[config.mk]
export PLATFORM = sky130hd
export DESIGN_NAME = conv_result_writer
export DESIGN_NICKNAME = d
export VERILOG_FILES = /design/src/rtl/conv_result_writer.sv
export SDC_FILE = /design/constraint.sdc
export NUM_CORES = 1
export LEC_CHECK = 0
export ABC_AREA = 1
export CORE_UTILIZATION = 54
export CTS_CLUSTER_SIZE = 24
export DETAILED_ROUTE_END_ITERATION = 10
export DONT_BUFFER_PORTS = 1
export HOLD_SLACK_MARGIN = 0.12
export PLACE_DENSITY_LB_ADDON = 0.2
export SYNTH_ARGS = -nofsm -noshare
export SYNTH_HDL_FRONTEND = slang
export SYNTH_SLANG_ARGS = --single-unit
export TNS_END_PERCENT = 30
[constraint.sdc]
create_clock -name clk -period 2.11 [get_ports clk]
set_input_delay 0.211 -clock clk [delete_from_list [all_inputs] [get_ports clk]]
set_output_delay 0.211 -clock clk [all_outputs]
set_load 0.05 [all_outputs]
[src/rtl/conv_result_writer.sv]
// conv_result_writer: write-back stage of the convolution datapath.
// Takes accumulator results over a valid/ready handshake, applies ReLU,
// requantizing right shift and saturation to DATA_W bits, and writes each
// pixel into the output feature-map RAM in raster order. Flags completion
// of one OUT_DIM x OUT_DIM map and counts pixels clipped to full scale.
module conv_result_writer #(
  parameter int OUT_DIM   = 8,
  parameter int ACC_W     = 24,
  parameter int DATA_W    = 8,
  parameter int ADDR_W    = 10,
  parameter int SHIFT     = 8,
  parameter int BASE_ADDR = 0
) (
  input  logic              clk,
  input  logic              reset,
  input  logic              start,
  input  logic              res_valid,
  input  logic [ACC_W-1:0]  res_data,
  output logic              res_ready,
  output logic              ram_we,
  output logic [ADDR_W-1:0] ram_addr,
  output logic [DATA_W-1:0] ram_din,
  output logic              busy,
  output logic              done,
  output logic [7:0]        sat_count
);

  localparam logic [1:0] S_IDLE  = 2'd0;
  localparam logic [1:0] S_RUN   = 2'd1;
  localparam logic [1:0] S_FLUSH = 2'd2;
  localparam logic [1:0] S_DONE  = 2'd3;

  localparam int CNT_W = (OUT_DIM > 1) ? $clog2(OUT_DIM) : 1;
  localparam logic [CNT_W-1:0] LAST_IDX = CNT_W'(OUT_DIM - 1);
  localparam bit IS_POW2 = (OUT_DIM > 1) && ((OUT_DIM & (OUT_DIM - 1)) == 0);
  localparam logic [ADDR_W-1:0] BASE = ADDR_W'(BASE_ADDR);

  logic [1:0]        state_reg, state_next;
  logic [CNT_W-1:0]  row_reg, col_reg;
  logic [7:0]        sat_reg;
  logic              ram_we_reg;
  logic [ADDR_W-1:0] ram_addr_reg;
  logic [DATA_W-1:0] ram_din_reg;
  logic [ADDR_W-1:0] cur_addr;

  logic              xfer;
  logic              start_ok;
  logic              last_pix;
  logic [ACC_W-1:0]  shifted;
  logic              is_neg;
  logic              sat_hit;
  logic [DATA_W-1:0] pix_val;

  // A new map may only begin when no map is in flight.
  assign start_ok = start && ((state_reg == S_IDLE) || (state_reg == S_DONE));
  assign xfer     = res_valid && (state_reg == S_RUN);
  assign last_pix = xfer && (row_reg == LAST_IDX) && (col_reg == LAST_IDX);

  // ReLU, then requantize; only non-negative values reach the shift so a
  // logical shift is equivalent to the arithmetic one.
  assign is_neg  = res_data[ACC_W-1];
  assign shifted = res_data >> SHIFT;
  assign sat_hit = !is_neg && (|shifted[ACC_W-1:DATA_W]);
  always_comb begin
    pix_val = shifted[DATA_W-1:0];
    if (is_neg) begin
      pix_val = '0;
    end else if (sat_hit) begin
      pix_val = '1;
    end
  end

  // Next-state logic for the map sequencer.
  always_comb begin
    state_next = state_reg;
    case (state_reg)
      S_IDLE:  if (start_ok) state_next = S_RUN;
      S_RUN:   if (last_pix) state_next = S_FLUSH;
      S_FLUSH: state_next = S_DONE;
      S_DONE:  if (start_ok) state_next = S_RUN;
      default: state_next = S_IDLE;
    endcase
  end

  // State register.
  always_ff @(posedge clk or negedge reset) begin
    if (!reset) begin
      state_reg <= S_IDLE;
    end else begin
      state_reg <= state_next;
    end
  end

  // Raster row/column counters; cleared at map start, advanced per transfer.
  always_ff @(posedge clk or negedge reset) begin
    if (!reset) begin
      row_reg <= '0;
      col_reg <= '0;
    end else if (start_ok) begin
      row_reg <= '0;
      col_reg <= '0;
    end else if (xfer) begin
      if (col_reg == LAST_IDX) begin
        col_reg <= '0;
        row_reg <= (row_reg == LAST_IDX) ? '0 : row_reg + 1'b1;
      end else begin
        col_reg <= col_reg + 1'b1;
      end
    end
  end

  // Address of the pixel being accepted: a power-of-two side length lets
  // row*OUT_DIM+col collapse to concatenation, otherwise a running counter.
  generate
    if (IS_POW2) begin : gen_pow2_addr
      assign cur_addr = BASE + ADDR_W'({row_reg, col_reg});
    end else begin : gen_run_addr
      logic [ADDR_W-1:0] run_addr_reg;
      // Running address advances with every accepted pixel.
      always_ff @(posedge clk or negedge reset) begin
        if (!reset) begin
          run_addr_reg <= BASE;
        end else if (start_ok) begin
          run_addr_reg <= BASE;
        end else if (xfer) begin
          run_addr_reg <= run_addr_reg + 1'b1;
        end
      end
      assign cur_addr = run_addr_reg;
    end
  endgenerate

  // Write stage: one-cycle write pulse carrying the processed pixel.
  always_ff @(posedge clk or negedge reset) begin
    if (!reset) begin
      ram_we_reg   <= 1'b0;
      ram_addr_reg <= BASE;
      ram_din_reg  <= '0;
    end else begin
      ram_we_reg <= xfer;
      if (xfer) begin
        ram_addr_reg <= cur_addr;
        ram_din_reg  <= pix_val;
      end
    end
  end

  // Count of pixels clipped to full scale in this map, sticky at 255.
  always_ff @(posedge clk or negedge reset) begin
    if (!reset) begin
      sat_reg <= '0;
    end else if (start_ok) begin
      sat_reg <= '0;
    end else if (xfer && sat_hit && (sat_reg != 8'hFF)) begin
      sat_reg <= sat_reg + 8'd1;
    end
  end

  assign res_ready = (state_reg == S_RUN);
  assign busy      = (state_reg == S_RUN) || (state_reg == S_FLUSH);
  assign done      = (state_reg == S_DONE);
  assign ram_we    = ram_we_reg;
  assign ram_addr  = ram_addr_reg;
  assign ram_din   = ram_din_reg;
  assign sat_count = sat_reg;

endmodule

==> results of run 1 <==
[cells in the final DEF (no fill, tap or decap)]
cell type and instances:
nand2_4 2, o31ai_1 1, nand2_2 2, nand2_1 66, clkbuf_4 5, inv_1 27, nand3_4 1, nor2_1 15
conb_1 4, bufinv_16 1, clkinv_2 1, nand3_1 25, buf_12 1, nor3b_1 2, a21oi_1 2, buf_4 11
dlygate4sd3_1 18, dfrtp_1 31, clkbuf_8 1, nand4_1 2, o21ai_0 10, nor2_8 1, o21bai_1 1, o21ai_2 1
ha_1 7, or2_2 2
[area by class of cell]
cell class | count | area (um^2) | area share, %
inverter | 27 | 101 | 5.03
sequential | 31 | 776 | 38.5
clock inverter | 2 | 35.0 | 1.74
timing repair buffer | 30 | 283 | 14.0
multi-input combinational | 144 | 728 | 36.2
clock buffer | 6 | 51.3 | 2.55
tap | 31 | 38.8 | 1.93
[kinds of logic after synthesis]
group	share of synthesized area, %
AND/OR/NAND/NOR	33.1
buffers and inverters	8.86
flip-flops	47.4
AO/OA/AOI/OAI	5.12
adder cells (fa/ha/maj)	5.35
other	0.229
[worst max-delay path, stage by stage (launching register included)]
cell and delay (ns):
dfrtp_1 0.41, inv_1 0.07, ha_1 0.20, nand2_4 0.20, nor2_8 0.23, nand2_1 0.06, dlygate4sd3_1 0.55, nand3_1 0.10
[metrics by stage]
stage               instance area (um^2)  utilization, %  std cells  hold slack, ns  worst slack, ns
floorplan                           1650               -        209         -0.0846            0.392
global placement                    1730            61.6        244         -0.0839            0.601
CTS                                 2010            71.8        271           0.181            0.254
detailed placement                  1730            61.6        244         -0.0840            0.546
global route                        2010            71.8        271           0.190            0.114
finish                              2010            71.8        271           0.196            0.235
[power groups by stage]
stage	registers, mW	logic (mW)	clock network (mW)
after floorplan	1.55	0.827	0
after global placement	1.42	1.18	0
after detailed placement	1.43	1.24	0
after CTS	1.41	1.30	0.492
after global routing	1.44	1.46	0.517
final	1.42	1.30	0.485
[worst max-delay path by stage]
| stage | from | endpoint | slack, ns |
|---|---|---|---|
| 2_1_floorplan | state_reg[1]$_DFFE_PN0P_ | sat_count[7]$_DFFE_PN0P_ | 0.39 |
| 3_3_place_gp | state_reg[1]$_DFFE_PN0P_ | sat_count[4]$_DFFE_PN0P_ | 0.60 |
| 3_5_place_dp | state_reg[1]$_DFFE_PN0P_ | sat_count[6]$_DFFE_PN0P_ | 0.55 |
| 4_1_cts | state_reg[1]$_DFFE_PN0P_ | ram_din[5]$_DFFE_PN0P_ | 0.25 |
| 5_1_grt | state_reg[1]$_DFFE_PN0P_ | ram_din[0]$_DFFE_PN0P_ | 0.11 |
| 6_report | state_reg[1]$_DFFE_PN0P_ | ram_din[0]$_DFFE_PN0P_ | 0.23 |
[per-layer routing]
| metal | wire (um) | vias to the layer above | GRT usage (%) |
|---|---|---|---|
| met3 | 226 | 12 | 7.94 |
| met2 | 1760 | 46 | 43.5 |
| li1 | - | 707 | - |
| met4 | 119 | 0 | 11.8 |
| met5 | 0 | - | 0 |
| met1 | 1380 | 673 | 25.7 |
[cell usage after synthesis]
| library cell | count | area share, % |
|---|---|---|
| a21oi_1 | 2 | 0.61 |
| buf_2 | 2 | 0.61 |
| buf_4 | 4 | 1.8 |
| clkbuf_1 | 1 | 0.23 |
| conb_1 | 1 | 0.23 |
| dfrtp_1 | 31 | 47 |
| ha_1 | 7 | 5.3 |
| inv_1 | 27 | 6.2 |
| nand2_1 | 66 | 15 |
| nand2_2 | 2 | 0.76 |
| nand2_4 | 2 | 1.4 |
| nand3_1 | 25 | 7.6 |
| nand3_4 | 1 | 1.1 |
| nand4_1 | 2 | 0.76 |
| nor2_1 | 15 | 3.4 |
| nor2_8 | 1 | 1.2 |
| nor3b_1 | 2 | 0.92 |
| o21ai_0 | 10 | 3.1 |
| o21ai_2 | 1 | 0.53 |
| o21bai_1 | 1 | 0.46 |
| o31ai_1 | 1 | 0.46 |
| or2_2 | 2 | 0.76 |
==> impl_metrics.py, run 1 <==
metrics = {
    "run_status": {
        "status": "complete, but fails checks",
        "violations": "DRC",
    },
    "grt": {
        "antenna_found_initial": 0,
        "track_usage_pct": 24.3,
        "grt_overflow": 0,
        "grt_pass1_wl_um": 6000,
        "grt_max_degree": 32,
        "grt_pass1_vias": 1433,
    },
    "synthesis": {
        "ys_ff_latch": 31,
        "syn_area_per_cell_um2": 7.95,
        "synth_warnings": 0,
        "yosysUniqueCellTypes": 22,
        "syn_area_um2": 1640,
        "synth_cells": 206,
        "ys_seq_area_share_pct": 47.4,
    },
    "cts": {
        "post_cts_buffers": 0,
        "clk_pin_slew_worst_paths_ns": 0.10,
        "cts_buffers": 5,
        "cts.sinks": 31,
        "tritoncts": "built",
        "clkLatencyLatePin_ns": 0.33,
        "cts-root-buf": "clkbuf_4",
        "h-tree-depth": 2,
        "cts_resized": 0,
        "hold_buffers": 19,
        "clock_path_buffers": 2,
    },
    "routing": {
        "wl_per_cell_um": 12.9,
        "drt_iter0_drc": 75,
        "wl_um": 3490,
        "viasPerCell": 5.31,
        "dr.pass1.iters": 7,
        "ant_nets": 0,
        "vias": 1438,
        "drc": 10,
    },
    "cells_and_area": {
        "num-nets-final": 274,
        "area_growth_pct": 22.9,
        "drive_gt1_share_pct": 12.1,
        "num-fill-cells": 215,
        "n_antenna_cell": 0,
    },
    "timing": {
        "fin_tns_setup_ns": 0,
        "setup_viol": 0,
        "fin_worst_skew_ns": 0.0126,
        "drv_slew": 0,
        "rsz0062_at_grt": "false",
        "fin_crit_sh_pct": 88.9,
        "fin_crit_ns": 1.88,
        "finalHoldViolations": 0,
        "fmax_mhz": 533,
    },
    "worst_setup_path": {
        "r2r-start": "state_reg[1]$_DFFE_PN0P_",
        "crit_required_ns": 2.38,
        "critPathKind": "flip-flop to flip-flop",
        "worst_r2r_path_depth": 7,
        "crit_path_end_kind": "flip-flop",
        "r2r_slack_ns": 0.23,
        "arrival_ns": 2.14,
        "cp-start-kind": "flip-flop",
        "cp_max_fo": 25,
        "rr_endpoint": "ram_din[0]$_DFFE_PN0P_",
    },
    "hold_path": {
        "min_from": "res_data[23]",
        "holdPathStages": 3,
        "worst_hold_path.endpoint": "ram_din[3]$_DFFE_PN0P_",
        "hold_path.class": "primary input to flip-flop",
    },
    "floorplanning": {
        "core-area_um2": 2810,
        "initial_core_util_pct": 58.4,
        "die_x_um": 57.1,
        "ios": 58,
        "row_count": 19,
        "die_h_um": 57.1,
        "die-area_um2": 3260,
    },
    "placed_design": {
        "io_buffer_count": 0,
        "place.gp.congestion": 0.738,
        "hpwl_um": 2220,
    },
    "power_and_ir_drop": {
        "vdd_ir_drop_max_uv": 856,
        "p_int_mw": 1.51,
        "power_mw": 3.20,
        "p_per_area_nw_per_um2": 1590,
        "pwr-share-clk_pct": 15.2,
        "power_frac_seq_pct": 44.3,
        "leakagePower_nw": 1.06,
        "comb_power_share_pct": 40.5,
        "p_sw_share_pct": 52.9,
        "p_switching_mw": 1.69,
    },
    "flow_run": {
        "max-cap-violations": 0,
    },
}
Note: power is estimated with default switching activity, not from simulation.
==> run 2: changes to the inputs <==
--- a/config.mk
+++ b/config.mk
@@ -7,7 +7,6 @@
 export LEC_CHECK = 0
 export ABC_AREA = 1
 export CORE_UTILIZATION = 54
-export CTS_CLUSTER_SIZE = 24
 export DETAILED_ROUTE_END_ITERATION = 10
 export DONT_BUFFER_PORTS = 1
 export HOLD_SLACK_MARGIN = 0.12
==> results of run 2 <==
Final layout, timing and power as in run 1 (identical DEF).
